===== src/rtl/ttt_pkg.sv =====
// Shared types and constants for the tic-tac-toe move interface.
package ttt_pkg;

    typedef logic [3:0] move_t;

    localparam move_t IDLE_MOVE = 4'hF;
    localparam int    NUM_SQ    = 9;

    typedef enum logic [1:0] {
        W_NONE  = 2'b00,
        W_HUMAN = 2'b01,
        W_COMP  = 2'b10,
        W_DRAW  = 2'b11
    } winner_t;

    typedef enum logic [2:0] {
        S_INIT,
        S_WAIT_H,
        S_DRIVE,
        S_CAPT,
        S_DONE
    } state_t;

    // Three rows, three columns, two diagonals; bit i = square i.
    localparam logic [7:0][NUM_SQ-1:0] WIN_LINES = {
        9'b000_000_111, 9'b000_111_000, 9'b111_000_000,
        9'b001_001_001, 9'b010_010_010, 9'b100_100_100,
        9'b100_010_001, 9'b001_010_100
    };

    // One-hot square mask; out-of-range moves map to an empty mask.
    function automatic logic [NUM_SQ-1:0] sq_mask(input move_t m);
        for (int i = 0; i < NUM_SQ; i++) begin
            sq_mask[i] = (m == move_t'(i));
        end
    endfunction

endpackage


===== src/rtl/ttt_win_check.sv =====
// Combinational line detector: flags a board mask that covers any win line.
module ttt_win_check
    import ttt_pkg::*;
(
    input  logic [NUM_SQ-1:0] mask_i,
    output logic              win_o
);

    always_comb begin
        win_o = 1'b0;
        for (int i = 0; i < 8; i++) begin
            if ((mask_i & WIN_LINES[i]) == WIN_LINES[i]) begin
                win_o = 1'b1;
            end
        end
    end

endmodule


===== src/rtl/ttt_player_ctrl.sv =====
// Human-side tic-tac-toe controller: validates switch moves, hands them to the
// computer FSM for one cycle, captures the reply and tracks the game result.
module ttt_player_ctrl
    import ttt_pkg::*;
(
    input  logic              clk,
    input  logic              rst,
    input  logic [3:0]        sw_move,
    input  logic              enter,
    input  logic [3:0]        c_move,
    output logic [3:0]        h_move,
    output logic [NUM_SQ-1:0] human_board,
    output logic [NUM_SQ-1:0] comp_board,
    output logic              turn_ready,
    output logic              illegal,
    output logic              game_over,
    output logic [1:0]        winner,
    output logic              proto_err
);

    state_t            state_q;
    move_t             h_move_q;
    move_t             last_q;
    logic [NUM_SQ-1:0] hb_q, cb_q;
    logic              turn_q, ill_q, over_q, perr_q;
    winner_t           win_q;

    logic [NUM_SQ-1:0] hb_d, cb_d, c_mask, occ;
    logic              req_bad, c_pass, c_bad, h_win, c_win, full;

    assign occ     = hb_q | cb_q;
    assign req_bad = (sw_move > 4'd8) || |(sq_mask(sw_move) & occ);

    // h_move_q holds the latched request while in S_DRIVE.
    assign hb_d    = hb_q | sq_mask(h_move_q);

    // An unchanged c_move means the computer passed this turn.
    assign c_mask  = sq_mask(c_move);
    assign c_pass  = (c_move == last_q);
    assign c_bad   = !c_pass && ((c_move > 4'd8) || |(c_mask & occ));
    assign cb_d    = c_pass ? cb_q : (cb_q | c_mask);
    assign full    = &(hb_q | cb_d);

    ttt_win_check u_human_win (.mask_i(hb_d), .win_o(h_win));
    ttt_win_check u_comp_win  (.mask_i(cb_d), .win_o(c_win));

    always_ff @(posedge clk) begin
        if (rst) begin
            state_q  <= S_INIT;
            h_move_q <= IDLE_MOVE;
            last_q   <= IDLE_MOVE;
            hb_q     <= '0;
            cb_q     <= '0;
            turn_q   <= 1'b0;
            ill_q    <= 1'b0;
            over_q   <= 1'b0;
            perr_q   <= 1'b0;
            win_q    <= W_NONE;
        end else begin
            ill_q <= 1'b0;
            case (state_q)
                S_INIT: begin
                    cb_q    <= c_mask;
                    last_q  <= c_move;
                    turn_q  <= 1'b1;
                    state_q <= S_WAIT_H;
                end
                S_WAIT_H: begin
                    if (enter) begin
                        if (req_bad) begin
                            ill_q <= 1'b1;
                        end else begin
                            h_move_q <= sw_move;
                            turn_q   <= 1'b0;
                            state_q  <= S_DRIVE;
                        end
                    end
                end
                S_DRIVE: begin
                    h_move_q <= IDLE_MOVE;
                    hb_q     <= hb_d;
                    if (h_win) begin
                        win_q   <= W_HUMAN;
                        over_q  <= 1'b1;
                        state_q <= S_DONE;
                    end else begin
                        state_q <= S_CAPT;
                    end
                end
                S_CAPT: begin
                    if (c_bad) begin
                        perr_q  <= 1'b1;
                        over_q  <= 1'b1;
                        state_q <= S_DONE;
                    end else begin
                        cb_q   <= cb_d;
                        last_q <= c_move;
                        if (c_win) begin
                            win_q   <= W_COMP;
                            over_q  <= 1'b1;
                            state_q <= S_DONE;
                        end else if (full) begin
                            win_q   <= W_DRAW;
                            over_q  <= 1'b1;
                            state_q <= S_DONE;
                        end else begin
                            turn_q  <= 1'b1;
                            state_q <= S_WAIT_H;
                        end
                    end
                end
                S_DONE: begin
                    h_move_q <= IDLE_MOVE;
                    turn_q   <= 1'b0;
                end
                default: state_q <= S_DONE;
            endcase
        end
    end

    assign h_move      = h_move_q;
    assign human_board = hb_q;
    assign comp_board  = cb_q;
    assign turn_ready  = turn_q;
    assign illegal     = ill_q;
    assign game_over   = over_q;
    assign winner      = win_q;
    assign proto_err   = perr_q;

endmodule


===== config.mk =====
export PLATFORM = sky130hd
export DESIGN_NAME = ttt_player_ctrl
export DESIGN_NICKNAME = d
export VERILOG_FILES = /design/src/rtl/ttt_pkg.sv /design/src/rtl/ttt_win_check.sv /design/src/rtl/ttt_player_ctrl.sv
export SDC_FILE = /design/constraint.sdc
export NUM_CORES = 1
export LEC_CHECK = 0
export CAP_MARGIN = 20
export CORE_MARGIN = 4
export CORE_UTILIZATION = 38
export DETAILED_ROUTE_END_ITERATION = 8
export SLEW_MARGIN = 20
export SYNTH_ARGS = -nofsm -noshare
export SYNTH_HDL_FRONTEND = slang
export SYNTH_SLANG_ARGS = --single-unit

===== constraint.sdc =====
create_clock -name clk -period 3.55 [get_ports clk]
set_clock_uncertainty 0.1 [all_clocks]
set_input_delay 0.71 -clock clk [delete_from_list [all_inputs] [get_ports clk]]
set_output_delay 0.71 -clock clk [all_outputs]
set_load 0.01 [all_outputs]

## Word level (Yosys, flattened, before mapping)

Cells that the tools add are included.

- Logic and storage cells: 146
- Flip-flop bits (word level): 35

- Reductions and logical operators: 24
- Eq/ne operators: 53
- Order comparisons: 2
- Muxes and demuxes: 48
- Bitwise gates (word level): 9

Operators with widths:

| operator | count |
|---|---|
| $eq A3 B3 Y1 const B | 17 |
| $eq A4 B3 Y1 const B | 12 |
| $or A9 B9 Y9 | 4 |
| $mux W1 | 26 |
| $eq A4 B2 Y1 const B | 6 |
| $and A9 B9 Y9 | 2 |
| $mux W3 | 6 |
| $mux W9 | 2 |
| $pmux W9 S2 | 1 |
| $reduce_or A9 Y1 | 2 |
| $pmux W4 S2 | 2 |
| $pmux W3 S5 | 1 |
| $eq A4 B1 Y1 const B | 3 |
| $eq A4 B4 Y1 const B | 3 |
| $logic_not A4 Y1 | 3 |
| $mux W4 | 3 |
| $ne A2 B2 Y1 const B | 6 |
| $reduce_and A3 Y1 | 3 |
| $reduce_and A9 Y1 | 1 |
| $gt A4 B4 Y1 const B | 2 |
| $mux W2 | 4 |
| $eq A3 B2 Y1 const B | 2 |
| $reduce_and A6 Y1 | 1 |
| $reduce_bool A2 Y1 | 3 |
| other kinds (17) | 21 |

## Depth between registers and ports, before layout

Gate-level depths: netlist (run 1).

- Depth after elaboration: 15
- Gate-level depth with buffers: 8
- Gate-level depth less buffers: 7

## Cells and area by module

Synthesis (run 1) repeated with hierarchy kept, for this count alone.

- Cell total of the unflattened synthesis: 248
- Area total of the unflattened synthesis: 2258.4 um^2

By module, submodules not included:

| module | times used | seq. area each (um^2) | area an instance (um^2) | cells each |
|---|---|---|---|---|
| ttt_player_ctrl | 1 | 700.7 | 2145.8 | 232 |
| ttt_win_check | 2 | 0.0 | 56.3 | 8 |

## Least setup slack after synthesis (run 1)

OpenSTA, ideal clock, no wires.

- Kind: input-to-reg
- Start point: input c_move[2]
- End point: register state_q[2]
- Stages on the path: 8
- Path slack: 1.084 ns
- Arrival time: 2.247 ns
- Setup time: 0.120 ns
- Required time: 3.330 ns
- Path buffers: 1
- Cell sequence: buf_6 -> xnor2_4 -> a41oi_1 -> o22ai_1 -> a21oi_2 -> nor4_4 -> a21oi_2 -> o31a_1

- Word-level cells in the longest chain between the ends: 15
- Elaborated cells on any way between the ends: 40

Ends and longest elaborated chain:

| item | line | RTL |
|---|---|---|
| start, declared | ttt_player_ctrl.sv:10 | `input logic [3:0] c_move,` |
| $eq A4 B2 Y1 / $eq A4 B3 Y1 (equally long branches) | ttt_pkg.sv:34 | `sq_mask[i] = (m == move_t'(i));` |
| $or A9 B9 Y9 | ttt_player_ctrl.sv:41 | `assign cb_d = c_pass ? cb_q : (cb_q \| c_mask);` |
| $mux W9 | ttt_player_ctrl.sv:41 |  |
| $eq A3 B3 Y1 | ttt_win_check.sv:12 | `if ((mask_i & WIN_LINES[i]) == WIN_LINES[i]) begin` |
| $mux W1 (8 in a row) | ttt_win_check.sv:12 |  |
| $mux W3 | ttt_player_ctrl.sv:98 | `if (c_win) begin` |
| $mux W3 * | ttt_player_ctrl.sv:91 | `if (c_bad) begin` |
| $pmux W3 S5 * | ttt_player_ctrl.sv:61 | `case (state_q)` |
| end signal, assigned | ttt_player_ctrl.sv:66 | `state_q <= S_WAIT_H;` |
| end signal, assigned | ttt_player_ctrl.sv:94 | `state_q <= S_DONE;` |
| end signal, assigned | ttt_player_ctrl.sv:101 | `state_q <= S_DONE;` |
| end, declared | ttt_player_ctrl.sv:21 | `state_t state_q;` |

Every way passes the cells marked *; elsewhere a longest branch is shown, timed or not.
A chain may end at the register's enable or synchronous reset.

## Worst setup path after layout (run 1)

- Start point: input c_move[0]
- End point: register over_q, in the netlist game_over

- Word-level cells in the longest chain between the ends: 15
- Elaborated cells on any way between the ends: 41

Ends and longest elaborated chain:

| item | line | RTL |
|---|---|---|
| $eq A4 B2 Y1 / $eq A4 B3 Y1 (equally long branches) | ttt_pkg.sv:34 |  |
| $or A9 B9 Y9 | ttt_player_ctrl.sv:41 |  |
| $mux W9 | ttt_player_ctrl.sv:41 |  |
| $eq A3 B3 Y1 | ttt_win_check.sv:12 |  |
| $mux W1 (8 in a row) | ttt_win_check.sv:12 |  |
| $mux W1 | ttt_player_ctrl.sv:98 |  |
| $mux W1 | ttt_player_ctrl.sv:91 |  |
| $pmux W1 S2 | ttt_player_ctrl.sv:61 |  |
| end signal, assigned | ttt_player_ctrl.sv:93 | `over_q <= 1'b1;` |
| end signal, assigned | ttt_player_ctrl.sv:100 | `over_q <= 1'b1;` |
| end signal, assigned | ttt_player_ctrl.sv:104 | `over_q <= 1'b1;` |
| end, declared | ttt_player_ctrl.sv:25 | `logic turn_q, ill_q, over_q, perr_q;` |

Parallel ways exist; a longest one is shown, timed or not.

==> impl_metrics.env, run 1 <==
export IMPL_drc=0
export IMPL_portBuffers=38
export IMPL_crit_fanout=13
export IMPL_vias=2299
export IMPL_design_die_area_mm2=0.00785
export IMPL_yosysWarnings=0
export IMPL_routed_wl_um=7130
export IMPL_antenna_found_initial=0
export IMPL_drive_gt1_frac=0.134
export IMPL_cp_arrival_ns=3.29
export IMPL_finalHoldViolCount=0
export IMPL_synth_xor_area_share=0.0446
export IMPL_synthTopCellsByArea="dfxtp_1, nor2_1, xnor2_4"
export IMPL_grt_max_degree=22
export IMPL_start_util=0.391
export IMPL_period_share=0.903
export IMPL_cts_resized=0
export IMPL_gr_total_overflow=0
export IMPL_diodes=0
export IMPL_pin_count=39
export IMPL_synth_top_area_cell="dfxtp_1"
export IMPL_ys_seq_elements=35
export IMPL_reg2reg_to="winner[1]"
export IMPL_rows=29
export IMPL_worst_slew_margin_rel=0.625
export IMPL_endpoint_kind="flip-flop"
export IMPL_ys_seq_area_frac=0.284
export IMPL_syn_num_nets=295
export IMPL_slowest_stage="clkdlybuf4s50_1"
export IMPL_syn_inst=284
export IMPL_grt_use_met3=0.0438
export IMPL_worstSetupPathType="primary input to flip-flop"
export IMPL_regArea_um2=701
export IMPL_track_usage=0.188
export IMPL_synth_ff_type="dfxtp_1"
export IMPL_clk_pin_slew_worst_paths_ns=0.07
export IMPL_hold_end="proto_err"
export IMPL_routed_via_density=5.88
export IMPL_synthAdderAreaFrac=0
export IMPL_clk_latency_ns=0.29
export IMPL_core_area_mm2=0.00631
export IMPL_fillers=654
export IMPL_cts_buffers=5
export IMPL_crit_top_cell="a21oi_2"
export IMPL_met2_usage=0.288
export IMPL_synth_compound_area_share=0.273
export IMPL_min_from="proto_err"
export IMPL_tns_ns=0
export IMPL_setup_viol=0
export IMPL_syn_to_final_growth_pct=20.3
export IMPL_async_reset_ff_frac=0
export IMPL_reg2reg_depth=7
export IMPL_grt_util_met1=0.258
export IMPL_syn_area_per_cell_um2=8.69
export IMPL_rsz0062_at_grt="no"
export IMPL_drt_antenna_violating_nets=0
export IMPL_p_leak_nw=0.997
export IMPL_drtPass1Iterations=4
export IMPL_slew_violations=0
export IMPL_synth_top_family_by_area="simple AND/OR/NAND/NOR gates"
export IMPL_synth_cell_types=63
export IMPL_yosysMostFrequentCell="nor2_1"
export IMPL_fmax_mhz=312
export IMPL_cp_required_ns=3.63
export IMPL_top_usage_layer="met2"
export IMPL_period_needed_ns=3.20
export IMPL_vdd_drop_max_mv=0.217
export IMPL_cp_start_kind="primary input"
export IMPL_root_buffer="clkbuf_8"
export IMPL_yosys_area_share_simple=0.283
export IMPL_rr_startpoint="h_move[0]"
export IMPL_drtIter0Drc=165
export IMPL_synth_edff_count=0
export IMPL_post_cts_buffers=0
export IMPL_synthMuxAreaShare=0.0654
export IMPL_cap_violations=0
export IMPL_reg2reg_setup_slack_ns=0.96
export IMPL_worstHoldPathType="flip-flop to flip-flop"
export IMPL_dp_cells=383
export IMPL_wire_per_inst_um=18.2
export IMPL_die_h_um=88.6
export IMPL_cts_tree="built"
export IMPL_multiInputGateArea_mm2=0.00164
export IMPL_post_dp_hpwl_um=5280
export IMPL_htree_levels=2
export IMPL_grt_first_pass_wirelength_um=11600
export IMPL_cts_hold_buf=0
export IMPL_grt_pass1_vias=2212
export IMPL_die_x_um=88.6
export IMPL_crit_path_max_incr_delay_ns=0.69
export IMPL_synthTopCellsByCount="nor2_1, dfxtp_1, a21oi_1"
export IMPL_gp_congestion=0.961
export IMPL_cts_buffer_depth=2
export IMPL_worst_pin_slew_ns=0.561
export IMPL_crit_chain="clkdlybuf4s50_1 > xnor2_4 > nand4_1 > a21oi_2 > a21oi_2 > nor4_4 > a21oi_2 > o31a_1"
export IMPL_syn_area_mm2=0.00247
export IMPL_hold_path_depth=2
export IMPL_layout_nets=324
export IMPL_fin_cells=391
export IMPL_yosysTopAreaCellShare=0.284
export IMPL_p_per_area_mw_per_mm2=330
export IMPL_outcome="complete, no violations"
export IMPL_clock_sinks=35
[worst max-delay path, delay by kind of cell]
family	cells	cell delay, ns
AND/OR/NAND/NOR	2	0.78
buffers and inverters	1	0.69
AO/OA/AOI/OAI	4	0.69
XOR/XNOR	1	0.40
[cells in the final DEF (no fill, tap or decap), types with 3 or more instances in the layout]
| cell | synthesis | layout |
|---|---|---|
| nor2b_1 | 4 | 4 |
| inv_1 | 4 | 4 |
| mux2_2 | 3 | 3 |
| and2_1 | 7 | 7 |
| nor4_1 | 3 | 3 |
| or3_1 | 3 | 3 |
| clkdlybuf4s50_1 | 0 | 38 |
| a41oi_1 | 6 | 6 |
| mux4_2 | 3 | 3 |
| or4_1 | 3 | 3 |
| o31ai_1 | 4 | 4 |
| a21oi_2 | 4 | 4 |
| nand3b_1 | 3 | 3 |
| a21oi_1 | 19 | 19 |
| clkbuf_8 | 0 | 6 |
| o22ai_1 | 11 | 11 |
| dfxtp_1 | 35 | 35 |
| xnor2_4 | 4 | 4 |
| nand3_1 | 3 | 3 |
| a31oi_1 | 6 | 6 |
| nand4bb_1 | 3 | 3 |
| a22oi_1 | 6 | 6 |
| o21ai_1 | 4 | 4 |
| nor3_1 | 7 | 7 |
| mux2i_1 | 6 | 6 |
| nor2_1 | 55 | 55 |
| o21ai_0 | 6 | 6 |
| nand2_1 | 12 | 12 |
| nand2b_1 | 4 | 4 |
[power by group]
part           internal (mW)  total [mW]  switching (mW)
sequential             0.404       0.429          0.0247
clock                  0.227       0.385           0.158
combinational         0.0748       0.166          0.0911
total                  0.707       0.980           0.273
[stage by stage]
stage / total power, mW / worst slack [ns] / util / hold WS (ns) / instance area, µm²
final: 0.980 / 0.346 / 0.470 / 0.392 / 2970
after global routing: 1.02 / 0.238 / 0.470 / 0.422 / 2970
after CTS: 0.988 / 0.422 / 0.470 / 0.397 / 2970
after detailed placement: 0.603 / 0.130 / 0.452 / 0.361 / 2850
after global placement: 0.604 / 0.136 / 0.452 / 0.375 / 2850
after floorplan: 0.554 / 1.08 / - / 0.403 / 2470
[kinds of logic after synthesis]
group | count (synthesis)
muxes | 12
and+or+nand+nor | 125
xor gates and xnor gates | 4
buffers and inverters | 22
DFF | 35
AOI/OAI and AO/OA | 86
[layer usage]
| metal | routed length [µm] | part of all wire |
|---|---|---|
| met1 | 3180 | 0.45 |
| met2 | 3340 | 0.47 |
| met3 | 484 | 0.068 |
| met4 | 120 | 0.017 |
| met5 | 0 | 0 |
[layout make-up]
type                       count  share of cell area
tap                           77              0.0324
clock inverter                 2              0.0118
clock buffer                   6              0.0278
sequential                    35               0.236
timing repair buffer          40               0.133
inverter                       4             0.00506
multi-input combinational    227               0.554
[registers in the layout (all words and copies together), names as in the netlist]
signal,flops
comp_board,9
human_board,9
h_move,4
last_q,4
state_q,3
winner,2
game_over,1
illegal,1
proto_err,1
turn_ready,1
[worst max-delay path by stage]
stage,start,endpoint,slack [ns]
after floorplan,c_move[2],state_q[2],1.08
after global placement,c_move[2],game_over,0.14
final,c_move[0],game_over,0.35
after CTS,c_move[0],game_over,0.42
after global routing,c_move[0],game_over,0.24
after detailed placement,c_move[2],game_over,0.13
(Power assumes the default switching activity.)
==> inputs of run 2 (changes only) <==
--- a/config.mk
+++ b/config.mk
@@ -5,9 +5,10 @@
 export SDC_FILE = /design/constraint.sdc
 export NUM_CORES = 1
 export LEC_CHECK = 0
+export ABC_AREA = 1
 export CAP_MARGIN = 20
 export CORE_MARGIN = 4
-export CORE_UTILIZATION = 38
+export CORE_UTILIZATION = 25
 export DETAILED_ROUTE_END_ITERATION = 8
 export SLEW_MARGIN = 20
 export SYNTH_ARGS = -nofsm -noshare
==> run 2 against run 1 <==
Setup slack better by 0.28 ns. Sequential share of layout area up 1.9 points. First-iteration DRC count fell by 8.5%. Sequential power up 36%. Register-to-register slack better by 0.37 ns. Cell count rose by 28%. Non-clock buffer count did not move. Cell area shrank 7.5%. Total power rose by 68%. Fmax is 9.7% higher. Sequential cell count unchanged. Core utilization down 14 points.
==> impl_metrics.env, run 2 <==
export IMPL_outcome="complete, no violations"
export IMPL_routed_via_density=4.70
export IMPL_final_common_cell="nand2_1"
export IMPL_async_reset_ff_frac=0
export IMPL_gp_congestion=0.904
export IMPL_clk_pin_slew_worst_paths_ns=0.07
export IMPL_htree_levels=2
export IMPL_syn_to_final_growth_pct=25.8
export IMPL_die_h_um=101
export IMPL_multiInputGateArea_mm2=0.00122
export IMPL_cap_violations=0
export IMPL_drc=0
export IMPL_synthTopCellsByArea="dfxtp_1, nand2_1, inv_1"
export IMPL_layout_nets=404
export IMPL_slew_violations=0
export IMPL_drive_gt1_frac=0.0914
export IMPL_grt_max_degree=21
export IMPL_grt_first_pass_wirelength_um=10600
export IMPL_synth_ff_type="dfxtp_1"
export IMPL_start_util=0.262
export IMPL_drtIter0Drc=151
export IMPL_yosysTopAreaCellShare=0.321
export IMPL_synth_cell_types=27
export IMPL_syn_area_per_cell_um2=6.17
export IMPL_syn_area_mm2=0.00218
export IMPL_synth_top_area_cell="dfxtp_1"
export IMPL_track_usage=0.130
export IMPL_slowest_stage="clkdlybuf4s50_1"
export IMPL_syn_num_nets=365
export IMPL_place_area_mm2=0.00266
export IMPL_setup_viol=0
export IMPL_period_share=0.823
export IMPL_wire_per_inst_um=12.9
export IMPL_cts_resized=0
export IMPL_cts_tree="built"
export IMPL_ys_seq_elements=35
export IMPL_cp_arrival_ns=3.00
export IMPL_drt_antenna_violating_nets=0
export IMPL_p_leak_nw=1.23
export IMPL_cp_start_kind="primary input"
export IMPL_finalHoldViolCount=0
export IMPL_crit_fanout=11
export IMPL_synthTopCellsByCount="nand2_1, inv_1, nor2_1"
export IMPL_cp_required_ns=3.63
export IMPL_cts_buffer_depth=2
export IMPL_tns_ns=0
export IMPL_rows=33
export IMPL_vdd_drop_max_mv=0.384
export IMPL_yosysWarnings=0
export IMPL_ys_seq_area_frac=0.321
export IMPL_pin_count=39
export IMPL_period_needed_ns=2.92
export IMPL_core_area_mm2=0.00834
export IMPL_fin_cells=499
export IMPL_dp_cells=491
export IMPL_design_die_area_mm2=0.0103
export IMPL_postLayoutCellArea_mm2=0.00275
export IMPL_post_route_util=0.329
export IMPL_clk_latency_ns=0.29
export IMPL_fillers=925
export IMPL_fmax_mhz=342
export IMPL_critPathBufInv=2
export IMPL_die_x_um=101
export IMPL_endpoint_kind="flip-flop"
export IMPL_antenna_found_initial=0
export IMPL_post_dp_hpwl_um=5120
export IMPL_worst_slew_margin_rel=0.609
export IMPL_vias=2346
export IMPL_clock_sinks=35
export IMPL_worst_pin_slew_ns=0.585
export IMPL_post_cts_buffers=0
export IMPL_rsz0062_at_grt="no"
export IMPL_crit_top_cell="nand2_1"
export IMPL_regArea_um2=701
export IMPL_root_buffer="clkbuf_8"
export IMPL_cts_hold_buf=0
export IMPL_gr_total_overflow=0
export IMPL_syn_inst=354
export IMPL_grt_pass1_vias=2263
export IMPL_crit_path_max_incr_delay_ns=0.58
export IMPL_synth_edff_count=0
export IMPL_routed_wl_um=6430
export IMPL_reg2reg_depth=15
export IMPL_p_per_area_mw_per_mm2=601
export IMPL_portBuffers=38
export IMPL_worstHoldPathType="flip-flop to flip-flop"
export IMPL_hold_path_depth=2
export IMPL_crit_cells=16
export IMPL_worstSetupPathType="primary input to flip-flop"
export IMPL_critPathTopFamily="simple AND/OR/NAND/NOR gates"
export IMPL_cts_buffers=5
export IMPL_layout_common_cells="nand2_1, inv_1, clkdlybuf4s50_1, nor2_1, dfxtp_1"
export IMPL_diodes=0
export IMPL_yosysMostFrequentCell="nand2_1"
export IMPL_whs_ns=0.361
export IMPL_drtPass1Iterations=4
export IMPL_crit_chain="clkdlybuf4s50_1 > inv_2 > nand2_1 > nand2_1 > nor2_1 > nand2_1 > nand2_1 > nand2_1 > nand2_1 > nand2_1 > nand2_1 > nand2_1 > o21bai_4 > nand3_2 > a21oi_1 > nor2_1"
==> run 2: cell count changes after synthesis, moves of 7 or more <==
| cell | change |
|---|---|
| and2_1 | -7 |
| inv_1 | +49 |
| nand2_1 | +82 |
| nand2_2 | +15 |
| nand3_1 | +11 |
| nor2_1 | -19 |
| o21ai_0 | +22 |
==> run 2: worst register-to-register path: stages (launching register included) <==
cell      delay, ns
dfxtp_1        0.34
inv_1          0.05
nand2_1        0.05
nand2_1        0.05
nor2_1         0.10
nand2_1        0.31
nand2_1        0.15
nand2_1        0.18
nand2_1        0.12
nand2_1        0.05
nand2_1        0.05
nand2_1        0.09
o21bai_4       0.16
nand3_2        0.11
a21oi_1        0.14
nor2_1         0.06
==> run 2: worst paths after layout <==
| check | startpoint | endpoint | slack [ns] |
|---|---|---|---|
| setup / recovery | c_move[1] | winner[0] | 0.63 |
| setup reg to reg | last_q[3] | winner[0] | 1.33 |
| hold reg to reg | proto_err | proto_err | 0.36 |
| hold / removal | proto_err | proto_err | 0.36 |
==> run 2: where the power goes <==
part,internal [mW],switching [mW]
logic,0.303,0.475
registers,0.493,0.0888
clock network,0.137,0.153
==> run 2: final cells by class <==
cell class / count / area share
clock inverters: 2 / 0.00455
well taps: 105 / 0.0478
repair buffers: 40 / 0.144
flip-flops and latches: 35 / 0.255
clock buffers: 6 / 0.0264
multi-input cells: 253 / 0.443
inverters: 58 / 0.0792
==> run 2: routing by layer <==
metal | GRT usage | wire length (µm)
met5 | 0 | 0
met4 | 0.0450 | 55
met3 | 0.0269 | 292
met2 | 0.215 | 2970
met1 | 0.169 | 3110
==> run 2: metrics by stage <==
step | worst slack [ns] | power, mW
floorplan | 1.41 | 1.08
global placement | 0.334 | 1.36
detailed placement | 0.339 | 1.37
CTS | 0.645 | 1.67
global route | 0.317 | 1.79
finish | 0.630 | 1.65
==> run 2: cell families (layout without fill, tap and decap cells) <==
group / Yosys count / after routing / share of synthesized area
buffers and inverters: 66 / 106 / 0.122
flip-flops: 35 / 35 / 0.321
AND/OR/NAND/NOR: 172 / 172 / 0.341
AO/OA/AOI/OAI: 81 / 81 / 0.216
